## config.mk

```make
export PLATFORM = sky130hd
export DESIGN_NAME = bw_mul_seq
export DESIGN_NICKNAME = d
export VERILOG_FILES = /design/src/rtl/bw_mul_seq.sv
export SDC_FILE = /design/constraint.sdc
export NUM_CORES = 1
export LEC_CHECK = 0
export CAP_MARGIN = 5
export CORE_ASPECT_RATIO = 0.5
export CORE_MARGIN = 5
export CORE_UTILIZATION = 54
export CTS_BUF_LIST = sky130_fd_sc_hd__clkbuf_4
export CTS_CLUSTER_DIAMETER = 120
export DETAILED_ROUTE_END_ITERATION = 12
export HOLD_SLACK_MARGIN = 0.02
export PLACE_DENSITY = 0.77
export SYNTH_ARGS = -nofsm -noshare
export SYNTH_HDL_FRONTEND = slang
export SYNTH_SLANG_ARGS = --single-unit
export TNS_END_PERCENT = 1
```

## constraint.sdc

```tcl
create_clock -name clk -period 5.5 [get_ports clk]
set_clock_uncertainty 0.1 [all_clocks]
set_input_delay 0.55 -clock clk [delete_from_list [all_inputs] [get_ports clk]]
set_output_delay 0.55 -clock clk [all_outputs]
set_load 0.01 [all_outputs]
```

## src/rtl/bw_mul_seq.sv

```systemverilog
// Iterative Baugh-Wooley multiplier: one partial-product row is folded into the
// accumulator per clock, so a WIDTH x WIDTH product takes WIDTH cycles.
// A runtime mode selects two's-complement or unsigned operands.
//
// Ports:
//   clk         rising-edge clock
//   rst         asynchronous active-high reset
//   in_valid    operands and mode presented
//   in_ready    block can accept operands (IDLE and not in reset)
//   x, y        multiplicand / multiplier, WIDTH bits
//   signed_mode 1: two's complement, 0: unsigned; sampled at accept
//   out_valid   p holds a completed product
//   out_ready   downstream accepts p
//   p           product, 2*WIDTH bits; holds last product after handoff
//   busy        high while calculating or holding a result
module bw_mul_seq #(
  parameter int unsigned WIDTH = 16
) (
  input  logic               clk,
  input  logic               rst,
  input  logic               in_valid,
  output logic               in_ready,
  input  logic [WIDTH-1:0]   x,
  input  logic [WIDTH-1:0]   y,
  input  logic               signed_mode,
  output logic               out_valid,
  input  logic               out_ready,
  output logic [2*WIDTH-1:0] p,
  output logic               busy
);

  localparam int unsigned PW = 2 * WIDTH;
  // One extra bit so the counter cannot wrap before the DONE transition.
  localparam int unsigned CW = $clog2(WIDTH) + 1;
  localparam logic [CW-1:0] LastRow = CW'(WIDTH - 1);
  // Baugh-Wooley correction constants 2^W + 2^(2W-1).
  localparam logic [PW-1:0] BwConst = (PW'(1) << WIDTH) | (PW'(1) << (PW - 1));

  typedef enum logic [1:0] {StIdle, StCalc, StDone} state_e;

  state_e          state_q, state_d;
  logic [WIDTH-1:0] x_q, x_d, y_q, y_d;
  logic            mode_q, mode_d;
  logic [PW-1:0]   acc_q, acc_d;
  logic [PW-1:0]   p_q, p_d;
  logic [CW-1:0]   cnt_q, cnt_d;

  logic            y_bit;
  logic            last_row;
  logic [WIDTH-1:0] row_bits;
  logic [PW-1:0]   row_val;
  logic [PW-1:0]   row_sum;

  // Row cnt of the partial-product array, with sign-term inversion in signed mode.
  always_comb begin
    y_bit    = |(y_q & (WIDTH'(1) << cnt_q));
    last_row = (cnt_q == LastRow);
    row_bits = '0;
    for (int j = 0; j < WIDTH; j++) begin
      // Invert x_{W-1}*y_i (i<W-1) and x_j*y_{W-1} (j<W-1); the corner term stays plain.
      row_bits[j] = (x_q[j] & y_bit) ^ (mode_q & ((j == WIDTH - 1) != last_row));
    end
    row_val = {{WIDTH{1'b0}}, row_bits} << cnt_q;
    row_sum = acc_q + row_val + ((mode_q && (cnt_q == '0)) ? BwConst : '0);
  end

  assign in_ready  = (state_q == StIdle) & ~rst;
  assign out_valid = (state_q == StDone);
  assign busy      = (state_q != StIdle);
  assign p         = p_q;

  always_comb begin
    state_d = state_q;
    x_d     = x_q;
    y_d     = y_q;
    mode_d  = mode_q;
    acc_d   = acc_q;
    p_d     = p_q;
    cnt_d   = cnt_q;
    unique case (state_q)
      StIdle: begin
        if (in_valid && in_ready) begin
          x_d     = x;
          y_d     = y;
          mode_d  = signed_mode;
          acc_d   = '0;
          cnt_d   = '0;
          state_d = StCalc;
        end
      end
      StCalc: begin
        acc_d = row_sum;
        cnt_d = cnt_q + CW'(1);
        if (last_row) begin
          p_d     = row_sum;
          state_d = StDone;
        end
      end
      StDone: begin
        if (out_ready) state_d = StIdle;
      end
      default: state_d = StIdle;
    endcase
  end

  always_ff @(posedge clk or posedge rst) begin
    if (rst) begin
      state_q <= StIdle;
      x_q     <= '0;
      y_q     <= '0;
      mode_q  <= 1'b0;
      acc_q   <= '0;
      p_q     <= '0;
      cnt_q   <= '0;
    end else begin
      state_q <= state_d;
      x_q     <= x_d;
      y_q     <= y_d;
      mode_q  <= mode_d;
      acc_q   <= acc_d;
      p_q     <= p_d;
      cnt_q   <= cnt_d;
    end
  end

endmodule

```

==> out/metrics.csv, run 1 <==
stage;metric;value;unit
routing;drt_drc_violations_left;0;
sta;final_setup_fails;0;
run;max_cap_violations;0;
placed_design;port_buffers;71;
final_layout;fin_nets;1053;
sta;report.final.hold_viol_count;0;
die;row_count;30;
final_layout;final_area;0.00960;mm2
synthesis;synth_seq_cells;104;
global_route;initial_antenna_violation_count;1;
sta;max_slew_vio_count;0;
worst_hold_path;min_path_type;reg2reg;
routing;total_via_count_in_the_routed_design;6713;
cts;maximum_buffer_depth_of_the_clock_tree;2;
setup_path;r2r_cells;21;
final_layout;flow.area_growth_from_synthesis;30.7;%
setup_path;crit_fanout;5;
global_route;globalRouteOverflowTotal;0;
routing;routed_wl;20.4;mm
setup_path;critical_path.cell_chain;ha_4 > ha_4 > a221o_1 > buf_4 > or3_4 > a311oi_1 > nor3b_2 > a32oi_4 > a21oi_1 > and2_4 > ha_4 > ha_4 > a21oi_1 > o21ai_0 > a221o_1 > a311o_1 > nand3_2 > nand3_1 > a31oi_1 > xor2_1 > o21ai_0;
synthesis;synth.net_count;916;
synthesis;asyncSetResetFlopFracSynth;100;%
die;die_width;175;um
placed_design;placement.cell_area;0.00878;mm2
synthesis;synth_seq_area_share;35.4;%
cts;cts.htree.levels;3;
setup_path;cp_delay_by_family_top;compound AO/OA/AOI/OAI gates;
global_route;grt_util_all_layers;24.3;%
sta;setup-tns-final;0;ns
global_route;grt_max_degree;64;
setup_path;worstReg2RegStart;cnt_q[0];
cts;cts-buffers-inserted;9;
global_route;global_route.peak_usage_layer;met2;
sta;tightestPinTransition;1.08;ns
synthesis;ys_warn_count;0;
global_route;global_route.usage.met1;36.1;%
sta;slew_headroom;27.5;%
routing;first_iter_violations;699;
placed_design;placed_cells;1100;
final_layout;multi_input_area;0.00507;mm2
cts;tritoncts;done;
routing;average_wire_per_standard_cell;18.1;um
die;io-pin-count;72;
setup_path;timing.critical_path.buf_inv;1;
routing;ant_nets;0;
sta;final_min_period_over_clock_period;99.5;%
cts;worstSkewPairLatency;0.46;ns
die;start_util;54.7;%
setup_path;critical_path_depth;21;
final_layout;layout.cells.non_filler;1129;
setup_path;worst-setup-path-type;reg2reg;
cts;cts.root.buffer_cell;sky130_fd_sc_hd__clkbuf_4;
global_route;grt_pass1_wl;32.0;mm
synthesis;number_of_flops_mapped_to_enable_cells_by_yosys;0;
final_layout;fillerInstances;1017;
setup_path;cp-startpoint;cnt_q[0];
worst_hold_path;min_delay_path_depth;2;
setup_path;cp_common_cell;sky130_fd_sc_hd__ha_4;
run_status;result_of_the_run;completed;
synthesis;ys_dominant_reg_cell;sky130_fd_sc_hd__dfrtp_1;
setup_path;worstPathArrival;5.71;ns
setup_path;crit_path_capture_type;register;
die;die_area;0.0162;mm2
synthesis;syn_avg_cell_area;9.07;um2
setup_path;worstPathRequired;5.74;ns
global_route;groute.layer.met2.usage;37.7;%
setup_path;kind_of_start_point_of_the_critical_path;register;
placed_design;replace_congestion;0.918;
sta;period_needed;5.47;ns
routing;firstDrtPassIters;5;
final_layout;area_taken_by_flip_flops_and_latches;0.00261;mm2
sta;worst_hold_slack;0.394;ns
synthesis;netlist_area;0.00734;mm2
final_layout;final_layout_size_suffix_gt1_share;27.1;%
global_route;grtUsageMet3;3.75;%
setup_path;max_stage_delay;0.51;ns
synthesis;post_synth_inst_count;810;
cts;cts.sinks;104;
routing;vias_per_cell;5.95;
sta;max_freq;0.183;GHz
cts;path_clk_slew;0.18;ns
sta;rsz0062_at_grt;true;
cts;cts_hold_buffers;0;
placed_design;detailed_place_hpwl;14.6;mm
worst_hold_path;worstHoldStart;p[1];
die;fp.dieH;92.5;um
synthesis;synth.lib_cells_used.distinct;64;
setup_path;crit_slowest_cell;sky130_fd_sc_hd__dfrtp_2;
die;core;0.0134;mm2
global_route;grt_pass1_vias;6326;
-- placed cells by master, fill, tap and decap left out, types with 4 or more instances in the layout --
cell type	n
sky130_fd_sc_hd__nand2_1	120
sky130_fd_sc_hd__a21o_1	8
sky130_fd_sc_hd__mux4_2	5
sky130_fd_sc_hd__o21ai_1	7
sky130_fd_sc_hd__ha_4	13
sky130_fd_sc_hd__a21oi_2	4
sky130_fd_sc_hd__a31oi_1	6
sky130_fd_sc_hd__and3_1	12
sky130_fd_sc_hd__dfrtp_1	101
sky130_fd_sc_hd__o21ai_0	58
sky130_fd_sc_hd__nor4_1	4
sky130_fd_sc_hd__mux2i_1	10
sky130_fd_sc_hd__inv_1	10
sky130_fd_sc_hd__o21a_1	5
sky130_fd_sc_hd__mux2_2	40
sky130_fd_sc_hd__nor2_2	5
sky130_fd_sc_hd__a211oi_1	4
sky130_fd_sc_hd__clkbuf_4	10
sky130_fd_sc_hd__xor2_1	17
sky130_fd_sc_hd__nor3_1	12
sky130_fd_sc_hd__nand3_1	8
sky130_fd_sc_hd__nand4_1	7
sky130_fd_sc_hd__a21oi_1	41
sky130_fd_sc_hd__ha_1	54
sky130_fd_sc_hd__clkdlybuf4s50_1	71
sky130_fd_sc_hd__nor2b_1	5
sky130_fd_sc_hd__nor2_1	40
sky130_fd_sc_hd__xnor2_1	29
sky130_fd_sc_hd__nand3_2	5
sky130_fd_sc_hd__inv_2	4
sky130_fd_sc_hd__o21bai_1	6
sky130_fd_sc_hd__o22ai_1	21
sky130_fd_sc_hd__o22ai_2	4
sky130_fd_sc_hd__buf_4	97
-- worst reg2reg max path, stage by stage, from the launching register on --
cell,delay (ns)
sky130_fd_sc_hd__dfrtp_2,0.51
sky130_fd_sc_hd__ha_4,0.21
sky130_fd_sc_hd__ha_4,0.16
sky130_fd_sc_hd__a221o_1,0.37
sky130_fd_sc_hd__buf_4,0.16
sky130_fd_sc_hd__or3_4,0.38
sky130_fd_sc_hd__a311oi_1,0.51
sky130_fd_sc_hd__nor3b_2,0.15
sky130_fd_sc_hd__a32oi_4,0.25
sky130_fd_sc_hd__a21oi_1,0.14
sky130_fd_sc_hd__and2_4,0.19
sky130_fd_sc_hd__ha_4,0.28
sky130_fd_sc_hd__ha_4,0.22
sky130_fd_sc_hd__a21oi_1,0.13
sky130_fd_sc_hd__o21ai_0,0.13
sky130_fd_sc_hd__a221o_1,0.38
sky130_fd_sc_hd__a311o_1,0.33
sky130_fd_sc_hd__nand3_2,0.09
sky130_fd_sc_hd__nand3_1,0.08
sky130_fd_sc_hd__a31oi_1,0.22
sky130_fd_sc_hd__xor2_1,0.24
sky130_fd_sc_hd__o21ai_0,0.11
-- synth_stat cells, drive strengths merged, types with 6 or more instances --
cell	count	area share, %
nand2	123	6.3
dfrtp	104	35
ha	67	11
o21ai	67	4.6
a21oi	47	3.2
nor2	46	2.4
mux2	43	6.6
clkbuf	35	1.8
xnor2	32	3.8
o22ai	25	2.1
xor2	17	2.0
inv	16	0.82
nand3	14	0.95
nor3	14	0.95
and3	12	1.0
buf	11	0.68
a31oi	10	0.85
mux2i	10	1.4
a21o	8	0.82
nand4	7	0.60
a211oi	6	0.61
and2	6	0.51
o21bai	6	0.61
-- cell families (layout without fill, tap and decap cells) --
| kind of cell | count (synthesis) | after routing | share of synthesized area, % |
|---|---|---|---|
| other | 0 | 1 | 0 |
| buffers and inverters | 62 | 203 | 3.29 |
| adder cells (fa/ha/maj) | 69 | 69 | 12.0 |
| XOR/XNOR | 49 | 49 | 5.84 |
| flip-flops | 104 | 104 | 35.4 |
| AND/OR/NAND/NOR | 253 | 254 | 15.7 |
| AO/OA/AOI/OAI | 215 | 215 | 18.3 |
| multiplexers | 58 | 58 | 9.49 |
-- flip-flops by register name (all words and copies together) (netlist names) --
signal   flops
p           32
mode_q       1
acc_q       32
y_q         16
state_q      2
cnt_q        5
x_q         16
-- metrics by stage --
stage	worst slack [ns]	utilization [%]
final	0.0298	71.4
after floorplan	0.00110	-
after CTS	0.0112	67.5
after detailed placement	-0.228	65.3
after global placement	-0.163	65.3
after global routing	-0.159	71.4
-- final cells by class --
type                    instances  share of cell area (%)
multi-input cells             645                    52.9
clock buffers                  10                   0.782
well taps                     176                    2.29
repair buffers                171                    15.4
flip-flops and latches        104                    27.1
inverters                      16                   0.678
clock inverters                 6                   0.782
diodes                          1                  0.0261
-- final timing paths --
path                             end  slack (ns)
max                        acc_q[30]        0.03
min in group asynchronous     y_q[3]        0.40
min reg2reg                     p[1]        0.39
max reg2reg                acc_q[30]        0.03
max in group asynchronous       p[2]        3.71
min                             p[1]        0.39
-- repair_timing --
action,CTS,global route
endpoints found under the setup margin,12,24
buffers inserted,2,9
gates resized for setup,24,95
pin swaps,9,42
cloned,0,1
-- per-layer routing --
layer / part of all wire, % / vias up / wire length [um]
met4: 1.2 / 0 / 251
met5: 0 / - / 0
met1: 48 / 3203 / 9790
met2: 44 / 262 / 9030
met3: 6.6 / 31 / 1340
li1: - / 3217 / -
Power of run 1 is not shown: default switching activity piles up to over one toggle a cycle in this logic, so the estimate is an artifact.
==> run 2, diff against run 1 <==
Settings changed: CAP_MARGIN 5 to unset, CORE_UTILIZATION 54 to 60, PLACE_DENSITY 0.77 to 0.81.
Clock period 5.5 ns to 5.9 ns, I/O delays scaled along.
==> out/metrics.csv, run 2 (same netlist as run 1, synthesis figures left out) <==
stage;metric;value;unit;change
global_route;grt_max_degree;64;;unchanged
final_layout;final_cell_mix;sky130_fd_sc_hd__nand2_1 (122), sky130_fd_sc_hd__dfrtp_1 (103), sky130_fd_sc_hd__clkdlybuf4s50_1 (71);;was sky130_fd_sc_hd__nand2_1 (120), sky130_fd_sc_hd__dfrtp_1 (101), sky130_fd_sc_hd__buf_4 (97)
setup_path;crit_path_capture_type;register;;unchanged
run_status;result_of_the_run;completed;;unchanged
sta;final_min_period_over_clock_period;96.3;%;was 99.5%
cts;path_clk_slew;0.17;ns;was 0.18 ns
global_route;globalRouteOverflowTotal;0;;unchanged
routing;drt_drc_violations_left;0;;unchanged
cts;cts.root.buffer_cell;sky130_fd_sc_hd__clkbuf_4;;unchanged
routing;average_wire_per_standard_cell;18.1;um;about the same
setup_path;crit-reg2reg-capture;p[26];;was acc_q[30]
final_layout;antenna-diode-count;0;;was 1
setup_path;worstPathArrival;5.92;ns;was 5.71 ns
cts;maximum_buffer_depth_of_the_clock_tree;2;;unchanged
cts;worstSkewPairLatency;0.48;ns;was 0.46 ns
routing;vias_per_cell;6.12;;was 5.95
routing;total_via_count_in_the_routed_design;6433;;was 6713
final_layout;most_frequent_standard_cell_in_the_layout_excluding_fill_and_tap_cells;sky130_fd_sc_hd__nand2_1;;unchanged
sta;report.final.hold_viol_count;0;;unchanged
final_layout;multi_input_area;0.00468;mm2;was 0.00507 mm2
global_route;initial_antenna_violation_count;0;;was 1
setup_path;worstReg2RegStart;cnt_q[0];;unchanged
sta;max_freq;0.176;GHz;was 0.183 GHz
routing;ant_nets;0;;unchanged
global_route;grt_util_all_layers;26.0;%;was 24.3%
setup_path;crit_fanout;10;;was 5
final_layout;final_layout_size_suffix_gt1_share;15.6;%;was 27.1%
cts;tritoncts;done;;unchanged
placed_design;detailed_place_hpwl;14.0;mm;was 14.6 mm
final_layout;layout.cells.non_filler;1052;;was 1129
sta;tightestPinTransition;1.14;ns;was 1.08 ns
sta;slew_headroom;24.2;%;was 27.5%
die;die_area;0.0147;mm2;was 0.0162 mm2
die;fp.dieH;88.2;um;was 92.5 um
final_layout;area_taken_by_flip_flops_and_latches;0.00260;mm2;was 0.00261 mm2
cts;cts.sinks;104;;unchanged
sta;max_slew_vio_count;0;;unchanged
die;io-pin-count;72;;unchanged
worst_hold_path;min_path_type;in2async;;was reg2reg
global_route;grt_pass1_vias;6116;;was 6326
final_layout;fin_nets;988;;was 1053
setup_path;kind_of_start_point_of_the_critical_path;register;;unchanged
routing;first_iter_violations;633;;was 699
cts;cts-buffers-inserted;9;;unchanged
setup_path;worstPathRequired;6.13;ns;was 5.74 ns
die;die_width;166;um;was 175 um
global_route;grt_pass1_wl;30.8;mm;was 32.0 mm
final_layout;flow.area_growth_from_synthesis;18.5;%;was 30.7%
placed_design;replace_congestion;0.952;;was 0.918
setup_path;regToRegSetupSlack;0.22;ns;was 0.03 ns
setup_path;worst-setup-path-type;reg2reg;;unchanged
setup_path;r2r_cells;19;;was 21
final_layout;fillerInstances;929;;was 1017
die;core;0.0119;mm2;was 0.0134 mm2
routing;routed_wl;19.0;mm;was 20.4 mm
placed_design;placed_cells;1032;;was 1100
placed_design;placement.cell_area;0.00833;mm2;was 0.00878 mm2
routing;firstDrtPassIters;5;;unchanged
die;start_util;61.7;%;was 54.7%
cts;cts.htree.levels;3;;unchanged
run;max_cap_violations;0;;unchanged
sta;final_setup_fails;0;;unchanged
final_layout;final_area;0.00870;mm2;was 0.00960 mm2
die;row_count;28;;was 30
placed_design;port_buffers;71;;unchanged
sta;period_needed;5.68;ns;was 5.47 ns
==> run 2: changes by cell type in the layout (fill, tap and decap cells not counted), sizes merged <==
cell	previous run	this run
or3	5	4
clkinv	1	2
diode	1	0
clkbuf	10	9
clkinvlp	1	0
bufinv	1	2
buf	100	36
==> run 2: area by class of cell <==
| type | instances | area share (%) |
|---|---|---|
| Timing Repair Buffer | 107 | 11.3 |
| Tap cell | 165 | 2.37 |
| Multi-Input combinational cell | 644 | 53.7 |
| Clock buffer | 9 | 0.776 |
| Sequential cell | 104 | 29.9 |
| Inverter | 16 | 0.719 |
| Clock inverter | 7 | 1.16 |
==> run 2: worst max-delay path by stage <==
stage / startpoint / to / slack, ns / cells after the start
after detailed placement: cnt_q[1] / acc_q[31] / 0.02 / 21
final: cnt_q[0] / p[26] / 0.22 / 19
after floorplan: cnt_q[0] / acc_q[31] / 0.14 / 25
after global placement: cnt_q[0] / acc_q[31] / 0.08 / 21
after CTS: cnt_q[0] / p[26] / 0.04 / 19
after global routing: cnt_q[0] / p[26] / -0.02 / 19
==> run 2: critical path: stages (launching register included) <==
cell and delay, ns:
sky130_fd_sc_hd__dfrtp_1 0.44, sky130_fd_sc_hd__ha_1 0.25, sky130_fd_sc_hd__ha_1 0.23, sky130_fd_sc_hd__a221o_1 0.38, sky130_fd_sc_hd__or3_4 0.40, sky130_fd_sc_hd__nand4_1 0.15
sky130_fd_sc_hd__or4b_4 0.51, sky130_fd_sc_hd__a32oi_4 0.31, sky130_fd_sc_hd__a21oi_2 0.14, sky130_fd_sc_hd__and2_1 0.20, sky130_fd_sc_hd__ha_1 0.29, sky130_fd_sc_hd__ha_2 0.34
sky130_fd_sc_hd__a21oi_1 0.14, sky130_fd_sc_hd__o21ai_1 0.11, sky130_fd_sc_hd__a221o_1 0.38, sky130_fd_sc_hd__a311o_1 0.37, sky130_fd_sc_hd__a31o_2 0.26, sky130_fd_sc_hd__a21oi_2 0.15
sky130_fd_sc_hd__xor2_1 0.25, sky130_fd_sc_hd__o21ai_0 0.13
==> run 2: what timing repair did <==
item	CTS	global route
endpoints found under the hold margin	0	0
pin swaps	0	8
buffers inserted	0	4
setup endpoints to repair	2	16
gates resized for setup	1	35
hold buffers	0	0
==> run 2: through the flow <==
stage | TNS (ns) | util, % | hold WS, ns | setup WS [ns]
after floorplan | 0 | - | 0.356 | 0.139
after global placement | 0 | 69.9 | 0.359 | 0.0838
after detailed placement | 0 | 69.9 | 0.362 | 0.0153
after CTS | 0 | 71.4 | 0.398 | 0.0419
after global routing | -0.0242 | 73.1 | 0.418 | -0.0242
final | 0 | 73.1 | 0.397 | 0.217
==> run 2: layer usage <==
layer	GRT usage, %	wire, um
met5	0	0
met4	7.42	361
met3	4.73	1540
met2	41.3	8100
met1	37.2	9010
Power of run 2 is left out for the same reason.
==> run 3, diff against run 2 <==
Settings changed: CAP_MARGIN set to 20, GPL_ROUTABILITY_DRIVEN set to 0.
Clock period 5.9 ns to 5.8 ns, I/O delays scaled along.
==> out/metrics.csv, run 3 (same netlist as run 1, synthesis figures left out) <==
stage;metric;value;unit;change
setup_path;crit_fanout;14;;was 10
global_route;grt_pass1_vias;6159;;was 6116
cts;tritoncts;done;;unchanged
final_layout;most_frequent_standard_cell_in_the_layout_excluding_fill_and_tap_cells;sky130_fd_sc_hd__nand2_1;;unchanged
run;max_cap_violations;0;;unchanged
final_layout;final_core_utilization;72.9;%;was 73.1%
sta;final_min_period_over_clock_period;97.6;%;was 96.3%
final_layout;flow.area_growth_from_synthesis;18.2;%;was 18.5%
setup_path;kind_of_start_point_of_the_critical_path;register;;unchanged
setup_path;worstPathRequired;6.08;ns;was 6.13 ns
routing;average_wire_per_standard_cell;17.8;um;was 18.1 um
final_layout;final_cell_mix;sky130_fd_sc_hd__nand2_1 (122), sky130_fd_sc_hd__dfrtp_1 (103), sky130_fd_sc_hd__clkdlybuf4s50_1 (71);;unchanged
die;core;0.0119;mm2;unchanged
final_layout;final_layout_size_suffix_gt1_share;15.8;%;was 15.6%
run_status;result_of_the_run;completed;;unchanged
final_layout;fin_nets;992;;was 988
placed_design;placement.cell_area;0.00833;mm2;unchanged
sta;max_slew_vio_count;0;;unchanged
cts;cts.root.buffer_cell;sky130_fd_sc_hd__clkbuf_4;;unchanged
final_layout;final_area;0.00868;mm2;was 0.00870 mm2
die;die_width;166;um;unchanged
global_route;initial_antenna_violation_count;0;;unchanged
routing;total_via_count_in_the_routed_design;6528;;was 6433
global_route;grt_max_degree;64;;unchanged
final_layout;fillerInstances;918;;was 929
sta;rsz0062_at_grt;true;;
cts;worstSkewPairLatency;0.48;ns;about the same
sta;slew_headroom;44.9;%;was 24.2%
cts;maximum_buffer_depth_of_the_clock_tree;2;;unchanged
die;fp.dieH;88.2;um;unchanged
routing;vias_per_cell;6.18;;was 6.12
routing;drt_drc_violations_left;0;;unchanged
routing;routed_wl;18.8;mm;was 19.0 mm
die;start_util;61.7;%;unchanged
sta;setup-tns-final;0;ns;unchanged
final_layout;antenna-diode-count;0;;unchanged
routing;ant_nets;0;;unchanged
sta;max_freq;0.177;GHz;was 0.176 GHz
sta;final_setup_fails;0;;unchanged
worst_hold_path;min_path_type;in2async;;unchanged
cts;cts.sinks;104;;unchanged
routing;firstDrtPassIters;6;;was 5
placed_design;detailed_place_hpwl;13.7;mm;was 14.0 mm
die;row_count;28;;unchanged
sta;report.final.hold_viol_count;0;;unchanged
cts;cts.htree.levels;3;;unchanged
cts;cts_hold_buffers;0;;unchanged
die;io-pin-count;72;;unchanged
cts;path_clk_slew;0.17;ns;about the same
routing;first_iter_violations;793;;was 633
cts;cts-buffers-inserted;9;;unchanged
sta;period_needed;5.66;ns;was 5.68 ns
global_route;grt_util_all_layers;25.4;%;was 26.0%
setup_path;worst-setup-path-type;reg2reg;;unchanged
setup_path;worstPathArrival;5.94;ns;was 5.92 ns
global_route;globalRouteOverflowTotal;0;;unchanged
die;die_area;0.0147;mm2;unchanged
setup_path;crit_path_capture_type;register;;unchanged
sta;tightestPinTransition;0.824;ns;was 1.14 ns
placed_design;port_buffers;71;;unchanged
global_route;grt_pass1_wl;30.5;mm;was 30.8 mm
==> run 3: cell count changes in the layout (fill, tap and decap cells not counted), moves of 2 or more <==
cell	before	now
sky130_fd_sc_hd__bufinv_16	2	0
sky130_fd_sc_hd__buf_4	35	37
sky130_fd_sc_hd__o21ai_1	4	6
sky130_fd_sc_hd__o21ai_0	63	61
sky130_fd_sc_hd__a31oi_4	2	0
==> run 3: area by class of cell <==
cell class                      instances  area [um2]  share of cell area, %
Clock buffer                           10        75.1                  0.864
Sequential cell                       104        2600                   30.0
Inverter                               16        62.6                  0.720
Multi-Input combinational cell        645        4660                   53.6
Timing Repair Buffer                  110        1040                   11.9
Tap cell                              165         206                   2.38
Clock inverter                          6        43.8                  0.504
==> run 3: final timing paths <==
path,startpoint,end,slack [ns],cells past startpoint
max,cnt_q[2],p[31],0.14,25
min,rst,y_q[14],0.40,2
max reg2reg,cnt_q[2],p[31],0.14,25
min reg2reg,p[11],p[11],0.40,2
max in group asynchronous,rst,acc_q[13],4.00,3
min in group clk,p[11],p[11],0.40,2
==> run 3: critical path: stages (launching register included) <==
cell and delay [ns]:
sky130_fd_sc_hd__dfrtp_2 0.52, sky130_fd_sc_hd__buf_4 0.24, sky130_fd_sc_hd__and3_1 0.17, sky130_fd_sc_hd__ha_1 0.26, sky130_fd_sc_hd__nand2_1 0.24, sky130_fd_sc_hd__buf_4 0.24, sky130_fd_sc_hd__o311ai_0 0.35, sky130_fd_sc_hd__o31ai_1 0.12
sky130_fd_sc_hd__o21ai_0 0.13, sky130_fd_sc_hd__buf_4 0.17, sky130_fd_sc_hd__a2bb2oi_1 0.32, sky130_fd_sc_hd__o22ai_2 0.16, sky130_fd_sc_hd__ha_1 0.30, sky130_fd_sc_hd__ha_1 0.35, sky130_fd_sc_hd__buf_4 0.17, sky130_fd_sc_hd__inv_1 0.06
sky130_fd_sc_hd__o221ai_1 0.17, sky130_fd_sc_hd__a21oi_1 0.18, sky130_fd_sc_hd__o21a_1 0.15, sky130_fd_sc_hd__o211ai_1 0.13, sky130_fd_sc_hd__a41oi_2 0.30, sky130_fd_sc_hd__buf_4 0.19, sky130_fd_sc_hd__buf_4 0.11, sky130_fd_sc_hd__nor4_2 0.04
sky130_fd_sc_hd__a2111oi_1 0.32, sky130_fd_sc_hd__nand2_1 0.09
==> run 3: what timing repair did <==
item / in CTS / in global routing
cloned: 0 / 1
pin swaps: 0 / 14
setup buffers: 0 / 5
setup endpoints to repair: 2 / 12
resized for setup: 2 / 33
==> run 3: through the flow <==
stage               hold slack (ns)  instances  setup slack [ns]
global route                  0.427       1056           -0.0755
finish                        0.397       1056             0.140
CTS                           0.401       1048           0.00529
detailed placement            0.366       1032           -0.0984
floorplan                     0.356        810            0.0395
global placement              0.360       1032            0.0914
==> run 3: per-layer routing <==
metal / GRT usage, % / routed length, um / vias up
met1: 36.7 / 8620 / 3061
li1: - / - / 3096
met3: 6.07 / 1780 / 45
met5: 0 / 0 / -
met4: 5.72 / 387 / 0
met2: 39.7 / 8000 / 326
Power of run 3 is left out for the same reason.
